`config.mk`:
```
export PLATFORM = sky130hd
export DESIGN_NAME = fifo_ctrl
export DESIGN_NICKNAME = d
export VERILOG_FILES = /design/src/rtl/fifo_pkg.sv /design/src/rtl/fifo_ptr.sv /design/src/rtl/fifo_ctrl.sv
export SDC_FILE = /design/constraint.sdc
export NUM_CORES = 1
export LEC_CHECK = 0
export ABC_CLOCK_PERIOD_IN_PS = 3100
export BUFFER_PORTS_ARGS = -buffer_cell sky130_fd_sc_hd__buf_2
export CAP_MARGIN = 25
export CORE_MARGIN = 3
export CORE_UTILIZATION = 25
export DETAILED_ROUTE_END_ITERATION = 7
export PLACE_DENSITY = 0.55
export SLEW_MARGIN = 5
export SYNTH_ARGS = -nofsm -noshare
export SYNTH_HDL_FRONTEND = slang
export SYNTH_SLANG_ARGS = --single-unit
```
`constraint.sdc`:
```
create_clock -name i_clk -period 3.1 [get_ports i_clk]
set_input_delay 0.155 -clock i_clk [delete_from_list [all_inputs] [get_ports i_clk]]
set_output_delay 0.155 -clock i_clk [all_outputs]
set_load 0.02 [all_outputs]
```
`src/rtl/fifo_pkg.sv`:
```
// Shared defaults and pointer-flag helpers for the FIFO pointer/flag controller.
// Pointers carry one extra wrap bit above the storage address.
package fifo_pkg;

   localparam int DEF_ADDRW = 2;
   localparam int DEF_DATAW = 2;

   // Pointers are passed zero-extended to 16 bits so one helper serves any ADDRW up to 15.
   // Full means only the wrap bit (bit addrw) differs between the two pointers.
   function automatic logic ptr_full(input logic [15:0] wptr, input logic [15:0] rptr,
                                     input int unsigned addrw);
      return (wptr ^ rptr) == (16'd1 << addrw);
   endfunction

   function automatic logic ptr_empty(input logic [15:0] wptr, input logic [15:0] rptr);
      return wptr == rptr;
   endfunction

endpackage

```
`src/rtl/fifo_ptr.sv`:
```
// Wrapping FIFO pointer: an up-counter that rolls over naturally at 2**W.
// Reset is synchronous and takes priority over the increment.
module fifo_ptr
   import fifo_pkg::*;
#(
   parameter int W = DEF_ADDRW + 1
) (
   input  logic         i_clk,
   input  logic         i_rst,
   input  logic         i_inc,
   output logic [W-1:0] o_ptr
);

   localparam logic [W-1:0] ONE = W'(1);

   always_ff @(posedge i_clk) begin
      if (i_rst)
         o_ptr <= '0;
      else if (i_inc)
         o_ptr <= o_ptr + ONE;
   end

endmodule

```
`src/rtl/fifo_ctrl.sv`:
```
// Synchronous FIFO controller driving an external register-file storage array
// (synchronous write port, combinational read port) behind valid/ready push/pop ports.
module fifo_ctrl
   import fifo_pkg::*;
#(
   parameter int ADDRW = DEF_ADDRW,
   parameter int DATAW = DEF_DATAW
) (
   input  logic             i_clk,
   input  logic             i_rst,
   input  logic             i_push_valid,
   output logic             o_push_ready,
   input  logic [DATAW-1:0] i_push_data,
   output logic             o_pop_valid,
   input  logic             i_pop_ready,
   output logic [DATAW-1:0] o_pop_data,
   output logic             o_wen,
   output logic [ADDRW-1:0] o_waddr,
   output logic [DATAW-1:0] o_wdata,
   output logic [ADDRW-1:0] o_raddr,
   input  logic [DATAW-1:0] i_rdata,
   output logic             o_full,
   output logic             o_empty,
   output logic [ADDRW:0]   o_count
);

   localparam int PTRW = ADDRW + 1;
   localparam logic [PTRW-1:0] ONE = PTRW'(1);

   logic [PTRW-1:0] wptr;
   logic [PTRW-1:0] rptr;
   logic            push_fire;
   logic            pop_fire;

   assign o_full       = ptr_full(16'(wptr), 16'(rptr), ADDRW);
   assign o_empty      = ptr_empty(16'(wptr), 16'(rptr));
   assign o_push_ready = !o_full;
   assign o_pop_valid  = !o_empty;

   // A push while full or a pop while empty never fires, so pointers cannot overrun.
   assign push_fire = i_push_valid & o_push_ready;
   assign pop_fire  = o_pop_valid & i_pop_ready;

   // Reset suppresses the storage write so a flushed FIFO leaves storage untouched.
   assign o_wen      = push_fire & ~i_rst;
   assign o_waddr    = wptr[ADDRW-1:0];
   assign o_wdata    = i_push_data;
   assign o_raddr    = rptr[ADDRW-1:0];
   assign o_pop_data = i_rdata;

   fifo_ptr #(.W(PTRW)) u_wptr (
      .i_clk (i_clk),
      .i_rst (i_rst),
      .i_inc (push_fire),
      .o_ptr (wptr)
   );

   fifo_ptr #(.W(PTRW)) u_rptr (
      .i_clk (i_clk),
      .i_rst (i_rst),
      .i_inc (pop_fire),
      .o_ptr (rptr)
   );

   // Occupancy tracks wptr - rptr; a simultaneous push and pop leaves it unchanged.
   always_ff @(posedge i_clk) begin
      if (i_rst)
         o_count <= '0;
      else begin
         case ({push_fire, pop_fire})
            2'b10:   o_count <= o_count + ONE;
            2'b01:   o_count <= o_count - ONE;
            default: o_count <= o_count;
         endcase
      end
   end

endmodule
```
==> metrics.log <==
INFO  metric timing.max_cap.violations = 0
INFO  metric setup_slack = 0.668 ns
INFO  metric dieArea = ~0.0035 mm²
INFO  metric initial_core_util = 0.272
INFO  metric area_taken_by_multi_input_logic_gates = 414 µm²
INFO  metric post_drt_wl_per_cell = roughly 13 µm
INFO  metric number_of_violations_reported_at_the_end_of_detailed_routing_iteration_0 = 14
INFO  metric cts_num_sinks = 9
INFO  metric std_cell_rows = 18
INFO  metric grt_max_degree = 17
INFO  metric ctsRootBufferMaster = sky130_fd_sc_hd__clkbuf_4
INFO  metric period_share = 0.785
INFO  metric cts_setup_buffers = 0
INFO  metric hold_violations = 0
INFO  metric power_frac_comb = 0.540
INFO  metric post_cts_resized = 0
INFO  metric post_synth_instance_area = about 700 µm²
INFO  metric finalNetCount = 110
INFO  metric seqCellArea = 180 µm²
INFO  metric synth_cell_types = 25
INFO  metric crit_startpoint = u_rptr.o_ptr[1]$_SDFFE_PP0P_
INFO  metric vdd_drop_max = 0.438 mV
INFO  metric post_synthesis_sequential_element_count = 9
INFO  metric swShare = 0.484
INFO  metric timing.max_slew.rel_slack = 0.546
INFO  metric worst_skew_pair.late_latency = 0.27 ns
INFO  metric grt-ovfl-total = 0
INFO  metric hold_sp = i_rst
INFO  metric synth.net_count = 99
INFO  metric unrepaired_setup_endpoints_after_global_routing = no
INFO  metric pre_cts_ws = approximately 0.64 ns
INFO  metric final_layout_size_suffix_gt1_frac = 0.196
INFO  metric period_needed = approximately 2.4 ns
INFO  metric cp_data_required_time = about 3.3 ns
INFO  metric net_switching_power_figure = ~300 µW
INFO  metric timing.hold.worst.class = primary input to flip-flop
INFO  metric die_w = between 50 and 60 µm
INFO  metric drcViolationCount = 0
INFO  metric clock_skew = between 0.008 and 0.009 ns
INFO  metric syn_to_final_growth = 10.2%
INFO  metric tns = 0 ns
INFO  metric grt_pass1_vias = 629
INFO  metric syn-instance-count = 87
INFO  metric layout.cells.most_common_list = 15 x sky130_fd_sc_hd__buf_2, 9 x sky130_fd_sc_hd__dfxtp_1, 8 x sky130_fd_sc_hd__inv_1
INFO  metric worst_slew_pin_slew = approximately 0.68 ns
INFO  metric max-clock-path-buffers = 2
INFO  metric seqPwrFrac = 0.303
INFO  metric grt_first_pass_wirelength = slightly below 3 mm
INFO  metric fp.coreArea = between 0.002 and 0.003 mm²
INFO  metric synth_sequential_area_ratio = 0.258
INFO  metric antenna_violating_nets_post_route = 0
INFO  metric cts.htree.levels = 1
INFO  metric gpl.final_weighted_congestion = roughly 0.75
INFO  metric grt_use_total = 0.107
INFO  metric die_h = between 50 and 60 µm
INFO  metric design.portCount = 24
INFO  metric num_vias = about 650
INFO  metric tritoncts = built
INFO  metric route.final.wire_length = 1.63 mm
INFO  metric cts_made_buffers = 3
INFO  metric endpoint_kind = flip-flop
INFO  metric detailedPlacementHpwl = approximately 1.2 mm
INFO  metric power_per_cell_area = around 790 mW/mm²
INFO  metric cp-start-kind = flip-flop
INFO  metric critPathKind = flip-flop to flip-flop
INFO  metric drt_pass1_iterations = 4
INFO  metric cellLeakagePower = 0.326 nW
INFO  metric num_antenna_cells = 0
INFO  metric max_freq = 0.411 GHz
INFO  metric timing.rr.start = u_rptr.o_ptr[1]$_SDFFE_PP0P_
INFO  metric timing_max_transition_violations_final = 0
INFO  metric postSynthAreaPerCell = 8.04 µm²
INFO  metric ctsHoldBuffers = 0
INFO  metric run_status = finished, final reports clean
INFO  metric setup_viol = 0
INFO  metric avgViaCountPerCell = between 5 and 6
INFO  metric ys.warnings.count = 0
INFO  metric worst-path-max-fanout = 8
INFO  metric io_buffer_count = 15
INFO  metric grt_antenna_before_repair = 0
INFO  metric n_fill_cell = 294
INFO  metric most_common_cell_after_layout_fill_and_taps_aside = sky130_fd_sc_hd__buf_2
INFO  metric cellInternalPower = approximately 320 µW
INFO  metric clockPowerShare = 0.157
INFO  metric clk_transition_reported_paths = approximately 0.060 ns
INFO  metric worst-endpoint-arrival = between 2 and 3 ns
final timing paths:
| check | end | slack, ns | cells after the start |
|---|---|---|---|
| worst max-delay path | o_count[2]$_SDFFE_PP0P_ | 0.67 | 8 |
| worst min-delay path | o_count[1]$_SDFFE_PP0P_ | 0.25 | 2 |
| worst max register to register | o_count[2]$_SDFFE_PP0P_ | 0.67 | 8 |
| worst min register to register | o_count[2]$_SDFFE_PP0P_ | 0.50 | 2 |
cells by family (layout without fill, tap and decap cells):
| logic type | after synthesis | after routing | synth area share |
|---|---|---|---|
| adders and majority gates | 4 | 4 | 0.0823 |
| AOI/OAI and AO/OA | 19 | 19 | 0.172 |
| and+or+nand+nor | 29 | 29 | 0.238 |
| DFF | 9 | 9 | 0.258 |
| buffers and inverters | 18 | 28 | 0.150 |
| xor gates and xnor gates | 8 | 8 | 0.100 |
worst max-delay path: stages (launching register included):
cell	delay (ns)
sky130_fd_sc_hd__dfxtp_1	0.49
sky130_fd_sc_hd__xor2_1	0.20
sky130_fd_sc_hd__o31ai_1	0.39
sky130_fd_sc_hd__ha_1	0.24
sky130_fd_sc_hd__inv_1	0.06
sky130_fd_sc_hd__fa_1	0.37
sky130_fd_sc_hd__xor2_1	0.15
sky130_fd_sc_hd__or3_1	0.30
sky130_fd_sc_hd__a21oi_1	0.15
sequential cells by signal, indices dropped and copies added, names as in the netlist:
name and flops:
u_rptr.o_ptr 3, o_count 3, u_wptr.o_ptr 3
Yosys cell counts:
master,n,area (µm²)
sky130_fd_sc_hd__ha_1,3,37.5
sky130_fd_sc_hd__a41oi_1,2,17.5
sky130_fd_sc_hd__inv_1,8,30.0
sky130_fd_sc_hd__xor2_1,5,43.8
sky130_fd_sc_hd__xnor2_1,3,26.3
sky130_fd_sc_hd__nand3_1,6,30.0
sky130_fd_sc_hd__o21ai_0,6,30.0
sky130_fd_sc_hd__a21oi_1,4,20.0
sky130_fd_sc_hd__a31oi_1,2,12.5
sky130_fd_sc_hd__nand4_1,6,37.5
sky130_fd_sc_hd__nand2_1,3,11.3
sky130_fd_sc_hd__nor2_1,4,15.0
sky130_fd_sc_hd__o31ai_1,1,7.51
sky130_fd_sc_hd__clkbuf_1,1,3.75
sky130_fd_sc_hd__buf_6,1,11.3
sky130_fd_sc_hd__fa_1,1,20.0
sky130_fd_sc_hd__or4_1,1,7.51
sky130_fd_sc_hd__or3_1,1,6.26
sky130_fd_sc_hd__nor3b_1,4,30.0
sky130_fd_sc_hd__nor4bb_1,1,10.0
sky130_fd_sc_hd__dfxtp_1,9,180
sky130_fd_sc_hd__buf_4,8,60.1
sky130_fd_sc_hd__a211o_1,2,17.5
sky130_fd_sc_hd__nor2b_1,3,18.8
sky130_fd_sc_hd__o211ai_1,2,15.0
layer usage:
| metal | global-route usage | vias up | routed length (µm) |
|---|---|---|---|
| li1 | - | 330 | - |
| met1 | 0.146 | 303 | 813 |
| met2 | 0.166 | 18 | 695 |
| met3 | 0.0395 | 2 | 109 |
| met4 | 0.0129 | 0 | 9 |
| met5 | 0 | - | 0 |
cell type report:
type / count / area share
inverters: 8 / 0.0390
well taps: 30 / 0.0487
clock buffers: 4 / 0.0341
multi-input cells: 60 / 0.537
repair buffers: 16 / 0.107
flip-flops and latches: 9 / 0.234
metrics by stage:
step                utilization  instance area [µm²]  power (mW)  std cells  hold slack (ns)
detailed placement        0.290                  744       0.520        123            0.310
CTS                       0.300                  771       0.619        127            0.243
floorplan                     -                  699       0.437         87            0.359
finish                    0.300                  771       0.612        127            0.254
global route              0.300                  771       0.663        127            0.270
global placement          0.290                  744       0.512        123            0.310
power groups by stage:
stage               Clock (mW)  Combinational (mW)  Sequential (mW)
floorplan                    0               0.239            0.198
global placement             0               0.327            0.185
detailed placement           0               0.331            0.189
CTS                     0.0992               0.333            0.187
global route             0.106               0.366            0.192
finish                  0.0961               0.330            0.185
Note: power is estimated with default switching activity, not from simulation.
